**src/rtl/trace_pkg.sv**
```systemverilog
// Shared types, constants and helpers for the PC trace UART.
package trace_pkg;

    typedef enum logic [1:0] {
        IDLE  = 2'd0,
        START = 2'd1,
        DATA  = 2'd2,
        STOP  = 2'd3
    } tx_state_t;

    localparam logic [7:0] ASCII_0  = 8'h30;
    localparam logic [7:0] ASCII_A  = 8'h41;
    localparam logic [7:0] ASCII_LF = 8'h0A;

    function automatic logic [7:0] hex_ascii(input logic [3:0] nib);
        if (nib < 4'd10)
            return ASCII_0 + {4'h0, nib};
        else
            return ASCII_A + {4'h0, nib} - 8'd10;
    endfunction

endpackage

```
**src/rtl/trace_fifo.sv**
```systemverilog
// Synchronous FIFO; a push into a full FIFO is accepted when a pop frees the slot on the same edge.
module trace_fifo #(
    parameter int DEPTH = 16,
    parameter int WIDTH = 8
) (
    input  logic                       clock,
    input  logic                       reset,
    input  logic                       push,
    input  logic                       pop,
    input  logic [WIDTH-1:0]           din,
    output logic [WIDTH-1:0]           dout,
    output logic [$clog2(DEPTH+1)-1:0] count,
    output logic                       full,
    output logic                       empty
);
    localparam int AW = $clog2(DEPTH);

    logic [WIDTH-1:0] mem [DEPTH];
    logic [AW-1:0]    wr_ptr;
    logic [AW-1:0]    rd_ptr;
    logic             wr_en;
    logic             rd_en;

    assign full  = (count == ($clog2(DEPTH+1))'(DEPTH));
    assign empty = (count == '0);
    assign rd_en = pop && !empty;
    assign wr_en = push && (!full || rd_en);
    assign dout  = mem[rd_ptr];

    // Power-of-two depth: pointers wrap by natural overflow.
    always_ff @(posedge clock) begin
        if (!reset) begin
            wr_ptr <= '0;
            rd_ptr <= '0;
            count  <= '0;
        end else begin
            if (wr_en) wr_ptr <= wr_ptr + AW'(1);
            if (rd_en) rd_ptr <= rd_ptr + AW'(1);
            if (wr_en && !rd_en)
                count <= count + 1'b1;
            else if (rd_en && !wr_en)
                count <= count - 1'b1;
        end
    end

    always_ff @(posedge clock) begin
        if (wr_en) mem[wr_ptr] <= din;
    end

endmodule

```
**src/rtl/pc_trace_uart.sv**
```systemverilog
// Samples the processor display byte, queues changes and streams them out as 8N1 UART frames.
// Define TRACE_ASCII_HEX_EN to send each entry as two ASCII hex digits plus a line feed.
module pc_trace_uart
    import trace_pkg::*;
#(
    parameter int CLKS_PER_BIT = 434,
    parameter int FIFO_DEPTH   = 16,
    parameter bit CHANGE_ONLY  = 1'b1
) (
    input  logic                            clock,
    input  logic                            reset,
    input  logic [7:0]                      display_in,
    input  logic                            enable,
    output logic                            tx,
    output logic                            busy,
    output logic                            overflow,
    output logic [$clog2(FIFO_DEPTH+1)-1:0] fifo_count
);
    localparam int TW = (CLKS_PER_BIT > 2) ? $clog2(CLKS_PER_BIT) : 1;
    localparam logic [TW-1:0] T_LOAD = TW'(CLKS_PER_BIT - 1);

    tx_state_t     state, state_n;
    logic [TW-1:0] timer, timer_n;
    logic [2:0]    bit_idx, bit_idx_n;
    logic [7:0]    shreg, shreg_n;
    logic          tx_n;
    logic [7:0]    prev;
    logic          prev_valid;
    logic          push, pop, full, empty;
    logic [7:0]    dout;
`ifdef TRACE_ASCII_HEX_EN
    logic [7:0]    entry, entry_n;
    logic [1:0]    char_idx, char_idx_n;
`endif

    assign push = enable && (!CHANGE_ONLY || !prev_valid || (display_in != prev));
    assign busy = (state != IDLE);

    trace_fifo #(.DEPTH(FIFO_DEPTH), .WIDTH(8)) u_fifo (
        .clock (clock),
        .reset (reset),
        .push  (push),
        .pop   (pop),
        .din   (display_in),
        .dout  (dout),
        .count (fifo_count),
        .full  (full),
        .empty (empty)
    );

    always_comb begin
        state_n   = state;
        timer_n   = timer;
        bit_idx_n = bit_idx;
        shreg_n   = shreg;
        pop       = 1'b0;
`ifdef TRACE_ASCII_HEX_EN
        entry_n    = entry;
        char_idx_n = char_idx;
`endif
        case (state)
            IDLE: begin
                if (!empty) begin
                    pop     = 1'b1;
                    state_n = START;
                    timer_n = T_LOAD;
`ifdef TRACE_ASCII_HEX_EN
                    entry_n    = dout;
                    char_idx_n = 2'd0;
                    shreg_n    = hex_ascii(dout[7:4]);
`else
                    shreg_n    = dout;
`endif
                end
            end
            START: begin
                if (timer == '0) begin
                    state_n   = DATA;
                    timer_n   = T_LOAD;
                    bit_idx_n = 3'd0;
                end else begin
                    timer_n = timer - TW'(1);
                end
            end
            DATA: begin
                if (timer == '0) begin
                    timer_n = T_LOAD;
                    if (bit_idx == 3'd7) begin
                        state_n = STOP;
                    end else begin
                        bit_idx_n = bit_idx + 3'd1;
                        shreg_n   = {1'b0, shreg[7:1]};
                    end
                end else begin
                    timer_n = timer - TW'(1);
                end
            end
            STOP: begin
                if (timer == '0) begin
`ifdef TRACE_ASCII_HEX_EN
                    // Remaining characters of the held entry go out without touching the FIFO.
                    if (char_idx != 2'd2) begin
                        char_idx_n = char_idx + 2'd1;
                        shreg_n    = (char_idx == 2'd0) ? hex_ascii(entry[3:0]) : ASCII_LF;
                        state_n    = START;
                        timer_n    = T_LOAD;
                    end else if (!empty) begin
                        pop        = 1'b1;
                        entry_n    = dout;
                        char_idx_n = 2'd0;
                        shreg_n    = hex_ascii(dout[7:4]);
                        state_n    = START;
                        timer_n    = T_LOAD;
                    end else begin
                        state_n = IDLE;
                    end
`else
                    if (!empty) begin
                        pop     = 1'b1;
                        shreg_n = dout;
                        state_n = START;
                        timer_n = T_LOAD;
                    end else begin
                        state_n = IDLE;
                    end
`endif
                end else begin
                    timer_n = timer - TW'(1);
                end
            end
            default: state_n = IDLE;
        endcase

        // Registered tx follows the state being entered, so it never glitches.
        case (state_n)
            START:   tx_n = 1'b0;
            DATA:    tx_n = shreg_n[0];
            default: tx_n = 1'b1;
        endcase
    end

    always_ff @(posedge clock) begin
        if (!reset) begin
            state      <= IDLE;
            timer      <= '0;
            bit_idx    <= '0;
            shreg      <= '0;
            tx         <= 1'b1;
            prev       <= '0;
            prev_valid <= 1'b0;
            overflow   <= 1'b0;
`ifdef TRACE_ASCII_HEX_EN
            entry      <= '0;
            char_idx   <= '0;
`endif
        end else begin
            state   <= state_n;
            timer   <= timer_n;
            bit_idx <= bit_idx_n;
            shreg   <= shreg_n;
            tx      <= tx_n;
            if (enable) begin
                prev       <= display_in;
                prev_valid <= 1'b1;
            end
            if (push && full && !pop)
                overflow <= 1'b1;
`ifdef TRACE_ASCII_HEX_EN
            entry    <= entry_n;
            char_idx <= char_idx_n;
`endif
        end
    end

endmodule

```
**config.mk**
```make
export PLATFORM = sky130hd
export DESIGN_NAME = pc_trace_uart
export DESIGN_NICKNAME = d
export VERILOG_FILES = /design/src/rtl/trace_pkg.sv /design/src/rtl/trace_fifo.sv /design/src/rtl/pc_trace_uart.sv
export SDC_FILE = /design/constraint.sdc
export NUM_CORES = 1
export LEC_CHECK = 0
export ABC_AREA = 1
export CAP_MARGIN = 20
export CORE_UTILIZATION = 56
export DETAILED_ROUTE_END_ITERATION = 7
export GPL_TIMING_DRIVEN = 1
export PLACE_DENSITY = 0.85
export SETUP_SLACK_MARGIN = 0.05
export SLEW_MARGIN = 20
export SYNTH_ARGS = -nofsm -noshare
export SYNTH_HDL_FRONTEND = slang
export SYNTH_SLANG_ARGS = --single-unit
```
**constraint.sdc**
```tcl
create_clock -name clock -period 3 [get_ports clock]
set_input_delay 0.6 -clock clock [delete_from_list [all_inputs] [get_ports clock]]
set_output_delay 0.6 -clock clock [all_outputs]
set_load 0.005 [all_outputs]
```
## Word level (Yosys, flattened, before mapping)

Memory sizes are Yosys's and may differ from the RTL's. A register that Yosys moved wholly into a read port is not among the register bits.
Cells that the tools add are included.

- Bits of input ports: 11
- Logic and storage cells: 86
- Bits in writable memories: 128
- ROM bits: 0
- Bits in latches: 0
- Memories: 1
- Output and inout bits: 8
- Bits in registers: 46

Memories:

| memory | words | width | rd ports | clocked after Yosys merged registers in | write ports | line | source |
|---|---|---|---|---|---|---|---|
| u_fifo.mem | 16 | 8 | 1 | 1 | 1 | trace_fifo.sv:18 | `logic [WIDTH-1:0] mem [DEPTH];` |

- Mux-type cells: 30
- Eq/ne operators: 12
- Multipliers: 0
- Reduce and logical (&&, ||, !) cells: 25
- Divide/modulo/power cells: 0
- Add/sub/neg operators: 6
- Order comparisons: 0
- Bitwise logic cells: 0
- Shift-type cells: 0

Operators by type and width:

| cell | number |
|---|---|
| two-way mux 8 bit | 4 |
| two-way mux 9 bit | 3 |
| one-hot mux 9 bit (3 select lines) | 1 |
| one-hot mux 8 bit (3 select lines) | 1 |
| two-way mux 2 bit | 5 |
| two-way mux 5 bit | 2 |
| logical NOT 9 bit | 1 |
| two-way mux 3 bit | 3 |
| subtractor 9 x 1 -> 9 bit, second input constant | 1 |
| adder 4 x 1 -> 4 bit, second input constant | 2 |
| two-way mux 4 bit | 2 |
| != test 2 bit, second input constant | 4 |
| != test 8 bit | 1 |
| one-hot mux 2 bit (4 select lines) | 1 |
| AND reduction 4 bit | 2 |
| logical AND 1 bit | 7 |
| == test 2 bit, second input constant | 3 |
| logical NOT 1 bit | 6 |
| one-hot mux 3 bit (2 select lines) | 1 |
| nonzero test 2 bit | 3 |
| adder 5 x 1 -> 5 bit, second input constant | 1 |
| == test 5 bit, second input constant | 1 |
| logical NOT 5 bit | 1 |
| two-way mux 1 bit | 5 |
| 9 further kinds | 12 |

## Depth between registers and ports, before layout

Gate-level depths: netlist of the first run.

- Word-level depth: 11
- Gate-level depth with buffers: 22
- Gate-level depth less buffers: 22

## By module

A second synthesis of the first run with hierarchy kept.

- Cells, all modules: 880
- Area total of the unflattened synthesis: 8229.1 um^2

Modules (own cells, without submodules):

| module | seq. area each (um^2) | times used | area an instance (um^2) | cells each |
|---|---|---|---|---|
| trace_fifo | 4184.0 | 1 | 6213.5 | 588 |
| pc_trace_uart | 660.6 | 1 | 2015.7 | 292 |

## Worst setup path before layout of the first run

No wires, ideal clock.

- Path kind: reg2reg
- From: register timer[0]
- To: register u_fifo.count[4]
- Period minus slack after synthesis: 2861 ps
- Arrival: 2741 ps
- Buffers on the path: 0
- Path slack: 139 ps
- Stages on the path, launching flop included: 23
- Data required time: 2881 ps
- Library setup time: 119 ps
- Cell sequence: dfxtp_1 inv_1 ha_1 nand2_1 nor2_4 nand2_4 nor2_8 nor2_8 nor2_8 nand2_4 nand2_4 nand2_4 inv_8 ha_1 inv_1 fa_1 a21o_1 a21oi_1 nor2_1 nor2_1 nand2_1 o21ai_0 a21oi_1

- Longest elaborated chain between the ends: 9
- Elaborated cells on any way between the ends: 12
- Classes of those cells: mux: 3; reduce/logical: 9

Ends and longest elaborated chain:

| item | line | source |
|---|---|---|
| from (decl) | pc_trace_uart.sv:23 | `logic [TW-1:0] timer, timer_n;` |
| from (signal assigned) | pc_trace_uart.sv:158 | `timer <= timer_n;` |
| logical NOT 9 bit * | pc_trace_uart.sv:99 | `if (timer == '0) begin` |
| two-way mux 1 bit * | pc_trace_uart.sv:99 |  |
| one-hot mux 1 bit (2 select lines) * | pc_trace_uart.sv:61 | `case (state)` |
| logical AND 1 bit * | trace_fifo.sv:26 | `assign rd_en = pop && !empty;` |
| logical OR 1 bit * | trace_fifo.sv:27 | `assign wr_en = push && (!full \|\| rd_en);` |
| logical AND 1 bit * | trace_fifo.sv:27 |  |
| via u_fifo.wr_en | trace_fifo.sv:21 | `logic wr_en;` |
| logical NOT 1 bit | trace_fifo.sv:41 | `else if (rd_en && !wr_en)` |
| logical AND 1 bit | trace_fifo.sv:41 |  |
| nonzero test 2 bit (no line) | -- |  |
| to (signal assigned) | trace_fifo.sv:40 | `count <= count + 1'b1;` |
| to (signal assigned) | trace_fifo.sv:42 | `count <= count - 1'b1;` |
| to (decl) | trace_fifo.sv:12 | `output logic [$clog2(DEPTH+1)-1:0] count,` |

The timed path passes the listed nets; every way through them passes the cells marked *.
A chain may end at the register's enable or synchronous reset.

## Worst setup path in the final report of the first run

Ends and elaborated chain as after synthesis.

==> impl_results.md, run 1 <==
- Fillcell total: between 900 and 1,000
- Final Max Slew Viols: 0
- Worst path slowest cell: fa_2
- Startpoint types: flip-flop
- Placed Area: ~9000 sq um
- # clock sinks: 178
- Htree depth: 4
- Count leader, synth: nand2_1
- Unrepaired setup endpoints after global routing: true
- Port buffer count: 18
- Avg WL per Cell: ~18 um
- Share of cells above drive strength 1: approximately 15%
- CP Class: flip-flop to flip-flop
- Delay-heaviest family, CP: simple AND/OR/NAND/NOR gates
- Outcome: finished, final reports clean
- Drc violations: 0
- P per Cell Area: about 900 nW/um^2
- DR iter-0 viols: 966
- Final Non-Filler Cells: roughly 1,100
- Most frequent CP cell: nand2_4
- Min-delay src: prev_valid$_SDFFE_PN0P_
- Reg2reg start: timer[0]$_SDFF_PN0_
- Hold-fix buffers, CTS: 0
- Post-route ant nets: 0
- Area grow syn2layout: 16.69%
- Worst Reg-to-Reg Cells: 22
- Peak Freq: around 350 MHz
- Buf+Inv Stages, Crit Path: 3
- Flops & latches, synth: 178
- Clock power share: between 20% and 30%
- DP HPWL: ~12 mm
- Final Skew: 0.01216 ns
- Ranking of synthesized cells by area: edfxtp_1 47%, dfxtp_1 12%, nand2_1 8.7%, nor2_1 6.1%, nand3_1 4.7%
- Syn. warnings: 0
- Crit path time final: approximately 2.9 ns
- Register area: around 4800 sq um
- Asr flop ratio synth: 0%
- Worst hold stages: 2
- Worst-Margin Slew: around 0.90 ns
- Design Area, Final: ~9500 sq um
- Largest net degree at the start of global routing: 65
- Worst path depth: 22
- Worst min path class: flip-flop to flip-flop
- Ys flop type: edfxtp_1
- Post-synthesis instance total: between 800 and 900
- Syn Nets: approximately 900
- Comb pwr share: approximately two fifths
- Largest stage delay on the critical path: 0.38 ns
- Seq pwr share: between 30% and 40%
- GRT overflow: 0
- Routed Wire Length: between 15 and 20 mm
- Crit-path cells: inv_4, ha_4, nand2_2, nor2_4, nand2_4, nor2_8, nor2_8, nor2_8, nand2_4, nand2_4, nand2_4, inv_8, ha_4, inv_4, fa_2, a21o_1, a21oi_2, nor2_1, nor2_1, nand2_1, o21ai_1, a21oi_1
- CP endpoint kind: flip-flop
- Setup tns final: 0 ns
- Final hold viol count: 0
- TritonRoute pass-1 iters: 6
- Chip width: ~120 um
- Via density: around 6
- Inserted Diodes: 0
- Total GRT Usage: roughly 27%
- Clock latency on the worst-skew pair: approximately 0.44 ns
- DP Cell Count: 1,071
- Initial antenna violation count: 0
- Max transition margin: between 40 and 50%
- Most instantiated cells after synthesis: 189 x nand2_1, 132 x nor2_1, 128 x edfxtp_1
- First-pass GRT wire length: 30.62 mm
- Via count: ~6,500
- Endpoints failing setup: 0
- Mapped Avg Cell Area: 9.535 sq um
- Io pins: 19
- Hold Path End: prev_valid$_SDFFE_PN0P_
- Yosys top cell area share: 47.20%
- Sw Ratio: about two fifths
- Die H: 122.6 um
- Crit path DAT: 3.20 ns
- Clock Tree Root: clkbuf_16
- CTS tree: built
- Critical Path Fanout Max: 4
- Worst vdd ir: 0.0008409 V
- Final period util: 95.94%
- Routability Congestion: 0.8177
- R2R Path End: u_fifo.count[4]$_SDFFE_PN0P_
- Leakage: between 3 and 4 nW
- Multi-input gate area: a little under 3000 sq um
- Clock Pin Slew Worst Setup and Hold Paths: 0.08 ns
- Hold Slack: between 0.4 and 0.5 ns
- Int Power: 5.190 mW
- CTS Buffer Depth: 2
- Post-synth EDFFs: ~130
- Core Box Area: ~14,000 sq um
- Yosys top cell by area: edfxtp_1
- Synthesized area: 8143 sq um
- Yosys cell types: 43
- Register-to-register setup slack: 0.12 ns
- Sw Pwr: ~3.3 mW
- Initial core utilization: between 50% and 60%
- Full die area: ~15,000 sq um
- Row count: 43
- MaxCap Viol Count: 0
- TritonCTS Buffers: 17
- Vias in the first global route: around 6,200
- Register area share after synthesis: 59.50%
- Critical Path RT: between 3 and 4 ns
- Final #Nets: about 950
==> routing by layer <==
metal  global-route usage (%)  vias up  routed length, um  share of wire, %
met1                    34.69     3042               7462                37
met4                    13.19        0                624               3.1
met2                    44.73      411               9954                50
met3                    4.833       62               1926               9.6
li1                         -     2970                  -                 -
met5                        0        -                  0                 0
==> cell families (layout without fill, tap and decap cells) <==
kind of cell	count (synthesis)	after routing	share of synthesized area, %
buffers and inverters	102	178	5.117
AND/OR/NAND/NOR	430	430	23.53
flip-flops	178	178	59.50
AO/OA/AOI/OAI	113	113	7.560
adder cells (fa/ha/maj)	19	19	3.012
XOR/XNOR	12	12	1.291
==> cell type report <==
class	count	share of cell area, %
clock buffer	17	4.477
clock inverter	15	1.712
inverter	72	3.002
multi-input combinational	574	30.81
sequential	178	51.01
tap	180	2.370
timing repair buffer	74	6.610
==> layout by cell type (no fill, tap or decap), types with 15 or more instances in the layout <==
cell type | netlist | layout
inv_1 | 57 | 53
clkbuf_16 | 0 | 17
o21ai_0 | 38 | 36
edfxtp_1 | 128 | 128
nand2_1 | 189 | 188
nor2_1 | 132 | 132
a21oi_1 | 35 | 34
ha_1 | 18 | 15
o21ai_1 | 22 | 24
dfxtp_1 | 50 | 48
nand3_1 | 76 | 76
buf_4 | 1 | 54
==> worst max-delay path by stage <==
stage                                    from                      endpoint  slack, ns
after global routing      timer[0]$_SDFF_PN0_  u_fifo.count[4]$_SDFFE_PN0P_      -0.01
after floorplan           timer[0]$_SDFF_PN0_  u_fifo.count[4]$_SDFFE_PN0P_       0.14
final                     timer[0]$_SDFF_PN0_  u_fifo.count[4]$_SDFFE_PN0P_       0.12
after detailed placement        display_in[0]  u_fifo.count[4]$_SDFFE_PN0P_      -0.46
after global placement          display_in[0]  u_fifo.count[4]$_SDFFE_PN0P_      -0.42
after CTS                       display_in[5]  u_fifo.count[4]$_SDFFE_PN0P_       0.07
==> power by group through the flow <==
stage | Clock, mW | Combinational, mW | Sequential (mW)
global placement | 0 | 2.87 | 3.07
detailed placement | 0 | 2.97 | 3.08
floorplan | 0 | 2.19 | 3.03
finish | 2.23 | 3.26 | 3.05
global route | 2.30 | 3.58 | 3.07
CTS | 2.22 | 3.05 | 3.03
==> per-stage QoR <==
| stage | util (%) | setup WS, ns | total power, mW |
|---|---|---|---|
| final | 67.66 | 0.1219 | 8.540 |
| after CTS | 66.91 | 0.06591 | 8.304 |
| after global placement | 62.71 | -0.4188 | 5.937 |
| after detailed placement | 62.71 | -0.4595 | 6.046 |
| after floorplan | - | 0.1391 | 5.215 |
| after global routing | 67.66 | -0.01021 | 8.953 |
==> registers in the layout (all words and copies together), names as in the netlist, named ones only <==
name	flops
overflow	1
u_fifo.count	5
state	2
u_fifo.wr_ptr	4
timer	9
u_fifo.rd_ptr	4
prev_valid	1
shreg	8
u_fifo.mem	128
prev	8
tx	1
bit_idx	3
==> worst min-delay path: stages (launching register included) <==
cell and delay, ns:
dfxtp_1 0.30, inv_1 0.07, a21oi_1 0.06
==> timing repair <==
action                                  4_1_cts  5_1_grt
gates cloned                                  0        0
endpoints found under the setup margin        1        2
hold endpoints to repair                      0        0
gates resized for setup                       3       18
pin swaps                                     0       13
buffers inserted                              0        7
Note: power is estimated with default switching activity, not from simulation.
==> inputs of run 2 (changes only) <==
CAP_MARGIN = unset   (was 20)
==> results of run 2 <==
Final layout, timing and power as in run 1 (identical DEF).
==> inputs of run 3 (changes only) <==
SLEW_MARGIN = 10   (was 20)
==> results of run 3 <==
Final layout, timing and power as in run 1 (identical DEF).
